File: src/rtl/stu_multi_pe_arbiter.sv
// ---------------------------------------------------------------------------
// stu_multi_pe_arbiter
//
// Merges NUM_CH PE upstream ports into a single stack-bus upstream port.
// Every channel owns a small FIFO. A round-robin arbiter grants one channel
// at a time and keeps the grant from SOM through EOM, so messages from
// different channels never interleave. Each output word is tagged with the
// channel it came from. A sticky flag records cntl framing errors.
//
// Ports
//   clk                     clock, all state on posedge
//   reset_poweron_n         asynchronous active-low reset
//   pe__stu__valid   [N]    per-channel word valid
//   pe__stu__cntl    [2N]   per-channel cntl: 01 SOM, 00 MOM, 10 EOM, 11 SOM_EOM
//   pe__stu__type    [N*T]  per-channel type
//   pe__stu__data    [N*D]  per-channel data
//   pe__stu__oob_data[N*O]  per-channel out-of-band data
//   stu__pe__ready   [N]    per-channel ready (FIFO not full)
//   stu__sys__valid         merged word valid
//   stu__sys__cntl          merged cntl
//   stu__sys__type          merged type
//   stu__sys__data          merged data
//   stu__sys__oob_data      merged out-of-band data
//   stu__sys__ch_id         source channel of the current word
//   sys__stu__ready         downstream ready
//   stu__sys__protocol_err  sticky framing-error flag
// ---------------------------------------------------------------------------
module stu_multi_pe_arbiter #(
  parameter int NUM_CH     = 4,
  parameter int DATA_W     = 64,
  parameter int OOB_W      = 32,
  parameter int TYPE_W     = 2,
  parameter int FIFO_DEPTH = 4,
  parameter int CH_W       = $clog2(NUM_CH)
) (
  input  logic                       clk,
  input  logic                       reset_poweron_n,
  input  logic [NUM_CH-1:0]          pe__stu__valid,
  input  logic [NUM_CH*2-1:0]        pe__stu__cntl,
  input  logic [NUM_CH*TYPE_W-1:0]   pe__stu__type,
  input  logic [NUM_CH*DATA_W-1:0]   pe__stu__data,
  input  logic [NUM_CH*OOB_W-1:0]    pe__stu__oob_data,
  output logic [NUM_CH-1:0]          stu__pe__ready,
  output logic                       stu__sys__valid,
  output logic [1:0]                 stu__sys__cntl,
  output logic [TYPE_W-1:0]          stu__sys__type,
  output logic [DATA_W-1:0]          stu__sys__data,
  output logic [OOB_W-1:0]           stu__sys__oob_data,
  output logic [CH_W-1:0]            stu__sys__ch_id,
  input  logic                       sys__stu__ready,
  output logic                       stu__sys__protocol_err
);

  localparam int PTR_W = $clog2(FIFO_DEPTH);
  localparam int CNT_W = PTR_W + 1;
  localparam logic [CNT_W-1:0] DEPTH_C = CNT_W'(FIFO_DEPTH);

  typedef enum logic {
    ST_IDLE,
    ST_BUSY
  } state_e;

  typedef struct packed {
    logic [1:0]        cntl;
    logic [TYPE_W-1:0] typ;
    logic [DATA_W-1:0] data;
    logic [OOB_W-1:0]  oob;
  } word_t;

  state_e          state_q, state_d;
  logic [CH_W-1:0] grant_q, grant_d;
  logic [CH_W-1:0] rr_last_q, rr_last_d;
  logic            first_q, first_d;   // next output word is the first of the message
  logic            err_q, err_d;

  logic [NUM_CH-1:0] empty;
  word_t             heads [NUM_CH];
  word_t             head;
  logic              out_valid;
  logic              xfer;

  // -------------------------------------------------------------------------
  // Per-channel FIFOs
  // -------------------------------------------------------------------------
  for (genvar g = 0; g < NUM_CH; g++) begin : g_ch
    word_t            mem_q [FIFO_DEPTH];
    logic [PTR_W-1:0] wr_ptr_q, rd_ptr_q;
    logic [CNT_W-1:0] count_q;
    logic             push, pop;
    word_t            in_word;

    assign in_word = '{cntl: pe__stu__cntl[g*2 +: 2],
                       typ:  pe__stu__type[g*TYPE_W +: TYPE_W],
                       data: pe__stu__data[g*DATA_W +: DATA_W],
                       oob:  pe__stu__oob_data[g*OOB_W +: OOB_W]};

    // Ready comes from the registered count only: a full FIFO stays not-ready
    // even while it is being popped, and it is forced low while in reset.
    assign stu__pe__ready[g] = reset_poweron_n && (count_q < DEPTH_C);
    assign empty[g]          = (count_q == '0);
    assign push              = pe__stu__valid[g] && stu__pe__ready[g];
    assign pop               = xfer && (grant_q == CH_W'(g));
    assign heads[g]          = mem_q[rd_ptr_q];

    // NOTE: the storage array has no reset; only pointers and count need one,
    // since an empty FIFO never exposes its contents as valid.
    always_ff @(posedge clk) begin
      if (push) begin
        mem_q[wr_ptr_q] <= in_word;
      end
    end

    // NOTE: sequential state uses non-blocking assignments so every register
    // samples pre-edge values regardless of process evaluation order.
    always_ff @(posedge clk or negedge reset_poweron_n) begin
      if (!reset_poweron_n) begin
        wr_ptr_q <= '0;
        rd_ptr_q <= '0;
        count_q  <= '0;
      end else begin
        if (push) wr_ptr_q <= wr_ptr_q + PTR_W'(1);
        if (pop)  rd_ptr_q <= rd_ptr_q + PTR_W'(1);
        // Simultaneous push and pop leaves the count unchanged.
        if (push && !pop)      count_q <= count_q + CNT_W'(1);
        else if (pop && !push) count_q <= count_q - CNT_W'(1);
      end
    end
  end

  // -------------------------------------------------------------------------
  // Output datapath: head of the granted FIFO, zeroed when not valid
  // -------------------------------------------------------------------------
  assign head      = heads[grant_q];
  assign out_valid = (state_q == ST_BUSY) && !empty[grant_q];
  assign xfer      = out_valid && sys__stu__ready;

  assign stu__sys__valid        = out_valid;
  assign stu__sys__cntl         = out_valid ? head.cntl : '0;
  assign stu__sys__type         = out_valid ? head.typ  : '0;
  assign stu__sys__data         = out_valid ? head.data : '0;
  assign stu__sys__oob_data     = out_valid ? head.oob  : '0;
  assign stu__sys__ch_id        = out_valid ? grant_q   : '0;
  assign stu__sys__protocol_err = err_q;

  // -------------------------------------------------------------------------
  // Round-robin pick: first non-empty channel after rr_last
  // -------------------------------------------------------------------------
  logic            found;
  logic [CH_W-1:0] pick;
  logic [CH_W-1:0] idx;

  // NOTE: every variable written in a combinational block gets a default
  // first, so no path leaves it unassigned and no latch is inferred.
  always_comb begin
    found = 1'b0;
    pick  = '0;
    idx   = '0;
    for (int k = 1; k <= NUM_CH; k++) begin
      idx = CH_W'((int'(rr_last_q) + k) % NUM_CH);
      if (!found && !empty[idx]) begin
        found = 1'b1;
        pick  = idx;
      end
    end
  end

  // -------------------------------------------------------------------------
  // Arbiter FSM
  // -------------------------------------------------------------------------
  always_comb begin
    state_d   = state_q;
    grant_d   = grant_q;
    rr_last_d = rr_last_q;
    first_d   = first_q;
    err_d     = err_q;
    case (state_q)
      ST_IDLE: begin
        if (found) begin
          grant_d = pick;
          first_d = 1'b1;
          state_d = ST_BUSY;
        end
      end
      ST_BUSY: begin
        if (xfer) begin
          first_d = 1'b0;
          // cntl[0] is the SOM bit: the first word must carry it and every
          // later word must not. The word is forwarded either way.
          if (first_q != head.cntl[0]) err_d = 1'b1;
          // cntl[1] is the EOM bit: only it ends the message.
          if (head.cntl[1]) begin
            rr_last_d = grant_q;
            state_d   = ST_IDLE;
          end
        end
      end
      default: state_d = ST_IDLE;
    endcase
  end

  always_ff @(posedge clk or negedge reset_poweron_n) begin
    if (!reset_poweron_n) begin
      state_q   <= ST_IDLE;
      grant_q   <= '0;
      rr_last_q <= CH_W'(NUM_CH - 1);  // channel 0 wins the first arbitration
      first_q   <= 1'b0;
      err_q     <= 1'b0;
    end else begin
      state_q   <= state_d;
      grant_q   <= grant_d;
      rr_last_q <= rr_last_d;
      first_q   <= first_d;
      err_q     <= err_d;
    end
  end

endmodule

File: config.mk
export PLATFORM = sky130hd
export DESIGN_NAME = stu_multi_pe_arbiter
export DESIGN_NICKNAME = d
export VERILOG_FILES = /design/src/rtl/stu_multi_pe_arbiter.sv
export SDC_FILE = /design/constraint.sdc
export NUM_CORES = 2
export LEC_CHECK = 0
export BUFFER_PORTS_ARGS = -buffer_cell sky130_fd_sc_hd__buf_2
export CAP_MARGIN = 20
export CORE_ASPECT_RATIO = 2
export CORE_MARGIN = 2
export CORE_UTILIZATION = 64
export CTS_CLUSTER_SIZE = 28
export DETAILED_ROUTE_END_ITERATION = 6
export PLACE_DENSITY = 0.84
export SLEW_MARGIN = 20
export SYNTH_ARGS = -nofsm -noshare
export SYNTH_HDL_FRONTEND = slang
export SYNTH_SLANG_ARGS = --single-unit
File: constraint.sdc
create_clock -name clk -period 5.1 [get_ports clk]
set_input_delay 0.765 -clock clk [delete_from_list [all_inputs] [get_ports clk]]
set_output_delay 0.765 -clock clk [all_outputs]
set_load 0.03 [all_outputs]
After elaboration in Yosys (flattened, before gate mapping):

Memory sizes are Yosys's and may differ from the RTL's.
Cells that the tools add are included.

* output and inout port bits: 108
* input bits: 407
* memories kept: 4
* bits in registers: 35
* RAM bits: 1600
* word-level logic and storage cells: 160

* muxes and demuxes: 49
* bitwise logic cells: 2
* $add $sub $neg: 20
* reduce and logical (&&, ||, !) cells: 52
* equal/unequal tests: 6
* magnitude comparators: 10

Memories
* g_ch[0].mem_q: depth 4, bits a word 100, rd ports 1, clocked after memory_dff 0, write ports 1, line 86 `word_t mem_q [FIFO_DEPTH];`
* g_ch[1].mem_q: depth 4, bits a word 100, rd ports 1, clocked after memory_dff 0, write ports 1, line 86
* g_ch[2].mem_q: depth 4, bits a word 100, rd ports 1, clocked after memory_dff 0, write ports 1, line 86
* g_ch[3].mem_q: depth 4, bits a word 100, rd ports 1, clocked after memory_dff 0, write ports 1, line 86

Operators with widths (count)
* binary-select mux 100 bit (select 2 bit): 1
* two-way mux 100 bit: 2
* two-way mux 64 bit: 1
* two-way mux 32 bit: 1
* logical AND 1 bit: 25
* two-way mux 3 bit: 8
* two-way mux 1 bit: 22
* adder 2 x 1 -> 2 bit, second input constant: 10
* less-than comparator 2 x 3 -> 1 bit, second input constant: 5
* zero test 1 bit: 14
* two-way mux 2 bit: 7
* adder 3 x 1 -> 3 bit, second input constant: 4
* zero test 3 bit: 4
* less-than comparator 3 bit, second input constant: 4
* subtractor 3 x 1 -> 3 bit, second input constant: 4
* binary-select mux 1 bit (select 2 bit): 5
* nonzero test 2 bit: 4
* AND reduction 3 bit: 2
* adder 2 bit, second input constant: 2
* == test 2 bit, second input constant: 2
* case mux 1 bit (2 select lines): 2
* AND reduction 2 bit: 2
* >= comparator 3 bit, second input constant: 1
* inverter 2 -> 3 bit: 1
* 6 further kinds: 6

Longest topological paths before layout:

* word-level depth: 14
* gate-level depth with buffers: 14
* gate-level depth less buffers: 12

Least setup slack after synthesis:

No wires, ideal clock.

* path type: input port to flip-flop
* from: input port reset_poweron_n
* to: memory g_ch[0].mem_q[0][0] (netlist bit), enable pin
* stages: 2
* required time: 4629 ps
* path buffers: 0
* library setup time: 471 ps
* path slack: 802 ps
* data arrival time: 3827 ps
* cells stage by stage: nor2b_1 > and3_1

* longest elaborated chain between the ends: 4

Ends and longest elaborated chain
* start: declaration: line 37 `input logic reset_poweron_n,`
* logical AND 1 bit: line 99 `assign stu__pe__ready[g] = reset_poweron_n && (count_q < DEPTH_C);`
* logical AND 1 bit: line 101 `assign push = pe__stu__valid[g] && stu__pe__ready[g];`
* two-way mux 1 bit: line 108 `if (push) begin`
* two-way mux 1 bit (implied by the code): line 109 `mem_q[wr_ptr_q] <= in_word;`
* end: declaration: line 86

No other way between the ends.

Worst setup path after layout:

* from: register grant_q[0]
* to: output port stu__sys__oob_data[1]

* longest elaborated chain between the ends: 5
* elaborated cells on any way between the ends: 9
* those cells by class: mux: 6; bitwise: 1; reduce/logical: 2

Ends and longest elaborated chain
* start: declaration: line 71 `logic [CH_W-1:0] grant_q, grant_d;`
* start signal: assignment: line 210 `grant_q <= grant_d;`
* inverter 2 -> 3 bit (implied by the code) or binary-select mux 1 bit (select 2 bit) (tied branches): line 133, 134
* binary-select mux 100 bit (select 2 bit) or two-way mux 1 bit (tied branches): line 133, 134
* two-way mux 100 bit (implied by the code) or zero test 1 bit (tied branches): line 133, 134
* two-way mux 100 bit (implied by the code) or logical AND 1 bit (tied branches): line 133, 134
* two-way mux 32 bit *: line 141 `assign stu__sys__oob_data = out_valid ? head.oob : '0;`
* end: declaration: line 48 `output logic [OOB_W-1:0] stu__sys__oob_data,`

Mark *: on every way between the ends. The rest lies on a longest branch, timed or not. The select of a mux whose other input is x is not followed.

==> out/metrics.yaml <==
clock_network:
  cts_buffer_depth: 3
  clkLatencyLatePin_ns: 0.77
  clock_tree.root_cell: "clkbuf_16"
  cts_hold_buffers: 1
  cts_made_buffers: 134
  htreeDepth: 4
  clock_sinks: 1635
  cts_tree: "built"
  cts_setup_buffers: 0
  cts_resized: 0
  clkTransAtPathRegs_ns: 0.07
timing:
  clock_skew_ns: 0.03709
  clock.fmax_mhz: 216.0
  min_period_ns: 4.630
  drv_slew: 0
  finalSetupViolations: 0
  fin_hold_ws_ns: 0.2002
  rsz0062_at_grt: "no"
  slew_headroom: 0.2996
  worst_pin_slew_ns: 1.051
  finalHoldViolCount: 0
  tns_ns: 0
  timing.final.crit_share: 0.9078
route:
  post_drt_wl_per_cell_um: 36.45
  drt-vias-per-instance: 6.877
  drt.antenna.violating_nets: 0
  vias: 31140
  drc: 0
  drt_iter0_markers: 3678
  totalWireLength_um: 165000
  drt_first_pass_iters: 5
final_layout:
  seq_area_um2: 48960
  multi_input_area_um2: 13170
  area_growth_pct: 14.03
  fill_cells: 5117
  layout.nets: 3565
  final_area_um2: 71500
  drive_above_1_share: 0.4003
  final_util: 0.7349
global_routing:
  track_usage: 0.3371
  grt_pass1_wl_um: 232700
  first_global_vias: 32910
  antenna_found_initial: 95
  grt_max_degree: 85
  grt-ovfl-total: 0
place:
  dpl_cell_area_um2: 67230
  port_buffers: 514
  gp_congestion: 0.8091
  dp_hpwl_um: 99800
min_path:
  hold_class: "primary input to flip-flop"
  whs_path_depth: 1
  hp-start: "pe__stu__data[230]"
  hold-path-endpoint: "g_ch[3].mem_q[3][70]"
critical_path:
  slowest_stage: "dfrtp_4"
  cp_slowest_stage_delay_ns: 0.78
  worstPathMaxFanout: 84
  cp-end-kind: "output port"
  r2r_slack_ns: 1.36
  r2r-end: "g_ch[2].count_q[1]"
  worstPathCellList: "nand2b_1, nor3b_2, nor3_4, inv_4, buf_4, and2_1, buf_2"
  rr_startpoint: "grant_q[0]"
  crit_family: "buffers and inverters"
  critPathBufInv: 3
  arrival_ns: 3.86
  startpoint_type: "flip-flop"
  crit_type: "flip-flop to output port"
  ff2ff_path_depth: 10
  worst_ep_required_time_ns: 4.34
power:
  p_leak_nw: 23.44
  fin_total_pwr_mw: 40.46
  peakVddDrop_v: 0.0006203
  powerDensity_nw_per_um2: 565.8
yosys:
  synth_flop_cell: "edfxtp_1"
  syn_area_um2: 62710
  synthCells: 2541
  synthesis.nets: 2972
  synth_edf_count: 1600
  synth_top_area_share: 0.7662
  synth_area_per_cell_um2: 24.68
  synthArstFlopShare: 0.02141
  yosysSeqAreaShare: 0.7802
  ys_types: 47
  yosys.area.top_type: "edfxtp_1"
  synth_area_leaders: "edfxtp_1 (77%), mux4_2 (18%), dfrtp_1 (1.3%)"
  ys_seq_elements: 1635
  yosysWarnings: 0
floorplanning:
  fp.dieH_um: 446.7
  dieArea_um2: 100700
  rows: 162
  die_w_um: 225.3
  core_area_um2: 97290
  start_util: 0.6445
  ios: 515
flow_run:
  maxCapViolations: 0
outcome:
  outcome: "finished clean"
==> worst register-to-register path: cells and delay by family (launching register included) <==
kind | cells | cell delay, ns
buffers and inverters | 3 | 0.86
muxes | 1 | 0.28
adders and majority gates | 2 | 0.62
DFF | 1 | 0.78
and+or+nand+nor | 4 | 1.07
==> synthesized netlist by cell type (10+ instances only) <==
master    count
and2_1      100
buf_4        27
xnor2_1      11
xor2_1       13
inv_1        17
mux4_2      492
nand2_1      10
buf_2        33
clkbuf_1     63
nor2_1       16
and3_1       18
edfxtp_1   1600
dfrtp_1      33
mux2i_1      14
ha_1         20
==> metrics by stage <==
| stage | instances | setup WS (ns) |
|---|---|---|
| after floorplan | 2541 | 0.8019 |
| after global routing | 4488 | 0.2939 |
| after CTS | 4465 | 0.3756 |
| final | 4528 | 0.4701 |
| after detailed placement | 4227 | 1.267 |
| after global placement | 4227 | 1.344 |
==> layout make-up <==
cell class	count	area share
Clock inverter	65	0.006825
Multi-Input combinational cell	761	0.1842
Sequential cell	1635	0.6848
Antenna cell	63	0.002205
Inverter	18	0.0009799
Timing Repair Buffer	584	0.04901
Clock buffer	172	0.05052
Tap cell	1230	0.02152
==> cells by family after synthesis <==
| family | Yosys count | synth area share |
|---|---|---|
| buffers and inverters | 145 | 0.01107 |
| muxes | 512 | 0.1801 |
| xor gates and xnor gates | 24 | 0.003352 |
| AOI/OAI and AO/OA | 25 | 0.003233 |
| adders and majority gates | 24 | 0.005268 |
| DFF | 1635 | 0.7802 |
| and+or+nand+nor | 176 | 0.01672 |
==> how the worst max path moves through the flow <==
stage | startpoint | end | slack (ns) | depth (start not counted)
2_1_floorplan | reset_poweron_n | g_ch[0].mem_q[0][0] | 0.80 | 2
3_3_place_gp | g_ch[1].rd_ptr_q[0] | stu__sys__oob_data[14] | 1.34 | 5
6_report | grant_q[0] | stu__sys__oob_data[1] | 0.47 | 7
4_1_cts | grant_q[0] | stu__sys__oob_data[1] | 0.38 | 7
3_5_place_dp | grant_q[0] | stu__sys__oob_data[11] | 1.27 | 7
5_1_grt | grant_q[0] | stu__sys__oob_data[1] | 0.29 | 7
==> placed cells by master, fill, tap and decap left out, types with 5 or more instances in the layout <==
cell / n
inv_6: 6
clkinv_1: 26
xnor2_1: 11
or3_1: 6
nor2b_1: 5
inv_1: 17
bufinv_16: 5
and3_4: 16
buf_4: 36
diode_2: 63
xor2_1: 13
clkinv_2: 23
nor2_1: 16
o21ai_0: 6
nor3_1: 5
dfrtp_4: 10
buf_2: 514
mux2i_1: 14
buf_12: 32
nand2_1: 10
clkbuf_16: 139
edfxtp_1: 1600
clkbuf_1: 32
ha_1: 20
and2_1: 100
mux4_2: 492
dfrtp_1: 23
==> sequential cells by signal, summed over array words and instances (netlist names) <==
| register | count |
|---|---|
| state_q | 1 |
| g_ch.mem_q | 1600 |
| g_ch.wr_ptr_q | 8 |
| first_q | 1 |
| stu__sys__protocol_err | 1 |
| rr_last_q | 2 |
| g_ch.count_q | 12 |
| grant_q | 2 |
| g_ch.rd_ptr_q | 8 |
==> report_power, final <==
part	internal (mW)	switching (mW)	total (mW)	leakage, nW
sequential	15.9	1.17	17.1	14.9
clock	5.28	4.58	9.86	2.01
combinational	5.93	7.54	13.5	6.57
==> per-layer routing <==
layer  routed length, µm  share of wire  global-route usage  up-vias
met3               17700           0.11             0.09939      431
met5                 612         0.0037                   0        -
met1               53530           0.32              0.3978    16500
met4                5597          0.034              0.1314       96
li1                    -              -                   -    12130
met2               87610           0.53              0.5845     1988
(Power assumes the default switching activity.)
